--- src/rtl/instruction_loader.sv ---
// Instruction memory loader: packs a received byte stream (MSB first) into
// 32-bit words and writes them with a one-cycle strobe to consecutive word
// addresses. A load ends after the HALT word is written or the memory fills.
module instruction_loader #(
    parameter int          DEPTH     = 32,
    parameter logic [31:0] HALT_WORD = 32'hFFFF_FFFF
) (
    input  logic        i_clk,
    input  logic        i_rst,
    input  logic        i_start,
    input  logic [7:0]  i_rx_data,
    input  logic        i_rx_valid,
    output logic        o_rx_ready,
    output logic        o_Load_enable,
    output logic [31:0] o_Write_reg,
    output logic [31:0] o_Write_data,
    output logic        o_busy,
    output logic        o_done,
    output logic        o_overrun,
    output logic [31:0] o_word_count
);

    localparam logic [31:0] LAST_ADDR = 32'(DEPTH - 1);

    typedef enum logic [1:0] {
        IDLE  = 2'd0,
        RECV  = 2'd1,
        WRITE = 2'd2,
        DONE  = 2'd3
    } state_t;

    state_t      state;
    logic [31:0] shift;
    logic [1:0]  byte_cnt;
    logic [31:0] word_cnt;
    logic [31:0] next_word;

    // Word as it looks once the byte on i_rx_data is shifted in.
    assign next_word = {shift[23:0], i_rx_data};

    // Load sequencer; every output is registered and set on the edge that
    // enters the state it belongs to, so the write strobe is exactly the
    // WRITE cycle and ready is exactly the RECV cycles.
    always_ff @(posedge i_clk) begin
        if (i_rst) begin
            state         <= IDLE;
            shift         <= '0;
            byte_cnt      <= '0;
            word_cnt      <= '0;
            o_rx_ready    <= 1'b0;
            o_Load_enable <= 1'b0;
            o_Write_reg   <= '0;
            o_Write_data  <= '0;
            o_busy        <= 1'b0;
            o_done        <= 1'b0;
            o_overrun     <= 1'b0;
            o_word_count  <= '0;
        end else begin
            o_Load_enable <= 1'b0;
            case (state)
                IDLE, DONE: begin
                    if (i_start) begin
                        state        <= RECV;
                        byte_cnt     <= '0;
                        word_cnt     <= '0;
                        o_word_count <= '0;
                        o_done       <= 1'b0;
                        o_busy       <= 1'b1;
                        o_rx_ready   <= 1'b1;
                        // A byte arriving with the start pulse is still dropped.
                        o_overrun    <= i_rx_valid;
                    end else if (i_rx_valid) begin
                        o_overrun <= 1'b1;
                    end
                end
                RECV: begin
                    if (i_rx_valid) begin
                        shift <= next_word;
                        if (byte_cnt == 2'd3) begin
                            byte_cnt      <= '0;
                            state         <= WRITE;
                            o_rx_ready    <= 1'b0;
                            o_Load_enable <= 1'b1;
                            o_Write_reg   <= word_cnt;
                            o_Write_data  <= next_word;
                            o_word_count  <= word_cnt + 32'd1;
                        end else begin
                            byte_cnt <= byte_cnt + 2'd1;
                        end
                    end
                end
                WRITE: begin
                    if (i_rx_valid) begin
                        o_overrun <= 1'b1;
                    end
                    // Stop on HALT or at the last address; never wrap.
                    if (shift == HALT_WORD || word_cnt == LAST_ADDR) begin
                        state  <= DONE;
                        o_busy <= 1'b0;
                        o_done <= 1'b1;
                    end else begin
                        word_cnt   <= word_cnt + 32'd1;
                        state      <= RECV;
                        o_rx_ready <= 1'b1;
                    end
                end
                default: begin
                    state <= IDLE;
                end
            endcase
        end
    end

endmodule

--- config.mk ---
export PLATFORM = sky130hd
export DESIGN_NAME = instruction_loader
export DESIGN_NICKNAME = d
export VERILOG_FILES = /design/src/rtl/instruction_loader.sv
export SDC_FILE = /design/constraint.sdc
export NUM_CORES = 1
export LEC_CHECK = 0
export ABC_AREA = 1
export BUFFER_PORTS_ARGS = -buffer_cell sky130_fd_sc_hd__buf_2
export CAP_MARGIN = 5
export CORE_MARGIN = 2
export CORE_UTILIZATION = 30
export DETAILED_ROUTE_END_ITERATION = 12
export PLACE_DENSITY = 0.51
export SLEW_MARGIN = 10
export SYNTH_ARGS = -nofsm -noshare
export SYNTH_HDL_FRONTEND = slang
export SYNTH_SLANG_ARGS = --single-unit
export TNS_END_PERCENT = 1
--- constraint.sdc ---
create_clock -name i_clk -period 2.85 [get_ports i_clk]
set_input_delay 0.1425 -clock i_clk [delete_from_list [all_inputs] [get_ports i_clk]]
set_output_delay 0.1425 -clock i_clk [all_outputs]
set_load 0.01 [all_outputs]
==> metrics.txt <==
status finished, final reports clean; gpl congestion 0.8734; area grow syn2layout 20.85%; Synth Flop Type dfxtp_1; Syn Std Cell Area 0.007153 mm²; placed instance count 1377; Post-synth EDFFs 0; Syn Nets 1007; vias in the first global route 6177; Final Hold Vio Count 0; Peak VDD IR 0.5962 mV; Clock Path Buffers 2; Worst setup SP type register; Clock Latency Late Sink 0.44 ns; CTS tree yes; nets 1103; GR Util All Layers 17.27%; Crit path top cell by count nand2_1; initial antenna violation count 0; DRT antenna net count 0; Power Dens Cells 697.2 mW/mm²; fin cells 1418; top cell type's share of synthesized area 47.30%; Yosys cell types 34; Yosys reg bits 169; residual DRC count 0; Syn Area/Cell 7.225 µm²; area occupied by multi-input gates 0.003233 mm²; WL/cell 15.02 µm; Worst-path clk slew 0.08 ns; post-CTS setup buffer count 0; core area 0.02347 mm²; Slew HR 46.44%; Die Width 158.4 µm; asr flop ratio synth 0%; Data required, critical path 3.21 ns; Vias 6612; final setup fails 0; first-pass GRT wire length 33570 µm; Crit. End Element register; Max Clk Rate 445.6 MHz; Place WS 0.6414 ns; DR iter-0 viols 409; Post-Syn Instances 990; post-layout min period 2.244 ns; Die Height 158.4 µm; top post-synthesis cells by area dfxtp_1 (47%), nand2_1 (10%), o21ai_0 (7.3%); Fillers 2542; GRT overflow 0; CTS Root Cell clkbuf_16; synth warn 0; Starting Density 30.47%; setup_tns 0 ns; pin count of the biggest net entering global routing 80; clock skew 0.01539 ns; register area share after synthesis 47.30%; DP HPWL 14820 µm; final period utilization 78.74%; crit path buf inv count 0; Reg area 0.003383 mm²; H-tree Lvls 4; Synth area leader dfxtp_1; fin. max-slew vios 0; max incr delay on CP 0.46 ns; min setup slack post-route 0.6059 ns; worst-path cell chain ha_1 > nand2_2 > nor2_4 > nand3_1 > nor2_1 > nand2_1 > nand2_1 > nand2_2 > nand2_4 > nand2_1 > a21oi_1; share of layout cells above drive strength 1 15.65%; CTS buffer count 17; Slew @ Worst Pin 0.8025 ns; cell family with most CP delay simple AND/OR/NAND/NOR gates; Port Buffers 112; Crit-path slowest cell nand2_4; drt first pass iters 5; Crit path arrival time 2.60 ns; FP Rows 56; unrepaired setup endpoints after global routing no; ant diodes 0; worst min-delay path class in2reg; Clock Sinks 169; total of max-cap violations 0; Boundary Pins 113; DR vias/cell 4.663; crit path kind reg2reg; Pleak 3.615 nW; highest net fanout along the worst path 32; die area 0.02510 mm²; final WL 21290 µm
-- stage by stage --
| stage | total power, mW | hold slack (ns) | util, % | cell area, µm² |
|---|---|---|---|---|
| 3_3_place_gp | 3.737 | 0.3733 | 33.90 | 7958 |
| 4_1_cts | 6.106 | 0.02664 | 36.83 | 8645 |
| 2_1_floorplan | 3.460 | 0.2261 | - | 7153 |
| 6_report | 6.027 | 0.05653 | 36.83 | 8645 |
| 3_5_place_dp | 3.733 | 0.3654 | 33.90 | 7958 |
| 5_1_grt | 6.323 | 0.04866 | 36.83 | 8645 |
-- logic make-up (layout without fill, tap and decap cells) --
family          Yosys count  after routing  share of synthesized area (%)
buf+inv                 132            241                          7.504
flops                   169            169                          47.30
simple gates            449            449                          26.73
fa+ha+maj                 5              5                         0.8746
compound gates          219            219                          15.64
xor+xnor                 16             16                          1.959
-- power by group --
| part | internal [mW] | switching, mW | total, mW |
|---|---|---|---|
| logic | 0.276 | 0.802 | 1.08 |
| registers | 2.50 | 0.100 | 2.60 |
| clock network | 1.19 | 1.15 | 2.35 |
-- final cells by class --
type	instances	share of cell area, %
Clock buffer	17	4.921
Timing Repair Buffer	131	8.540
Multi-Input combinational cell	689	37.40
Clock inverter	15	1.983
Sequential cell	169	39.14
Inverter	78	3.401
Tap cell	319	4.617
-- worst paths after layout --
kind,cells after the start,to,slack (ns),startpoint
worst min register to register,1,o_word_count[0],0.46,word_cnt[0]
worst max-delay path,11,word_cnt[2],0.61,word_cnt[1]
worst min-delay path,2,shift[26],0.06,i_rst
worst max register to register,11,word_cnt[2],0.61,word_cnt[1]
-- cells in the final DEF, fill, tap and decap left out, types with 2 or more instances in the layout --
cell / instances
inv_2: 2
nor2_2: 3
nor3_1: 5
a21oi_1: 90
nor2_4: 3
inv_6: 3
inv_8: 6
buf_4: 9
nand3_1: 81
xnor2_1: 4
clkinv_8: 3
dfxtp_1: 169
nand2_1: 200
clkinv_2: 2
ha_1: 5
nor2_1: 132
inv_1: 74
o21ai_0: 105
nand2_2: 5
a32o_1: 2
buf_2: 112
dlygate4sd3_1: 9
and3_1: 2
a211oi_1: 3
nand3b_1: 3
clkbuf_16: 17
o21ai_1: 17
nand4_1: 10
xor2_1: 12
-- synth_stat cells, types with 10 or more instances --
master,instances
a21oi_1,90
buf_2,12
clkbuf_1,33
dfxtp_1,169
inv_1,75
nand2_1,200
nand3_1,81
nand4_1,10
nor2_1,132
o21ai_0,105
o21ai_1,17
xor2_1,12
-- worst register-to-register path, delay by kind of cell (launching register included) --
kind / cells / cell delay [ns]
adder cells (fa/ha/maj): 1 / 0.23
flip-flops: 1 / 0.38
AND/OR/NAND/NOR: 9 / 1.42
AO/OA/AOI/OAI: 1 / 0.13
-- timing repair --
action,in CTS,in global routing
endpoints found under the hold margin,14,0
gates resized for setup,0,0
hold buffers,9,0
-- metal layers --
layer	GRT usage, %	wire [µm]	vias to the layer above
li1	-	-	3422
met3	4.682	1255	10
met4	4.848	168	0
met2	27.18	9572	142
met1	23.27	10300	3038
met5	0	0	-
Power figures use the tool's default switching activity.
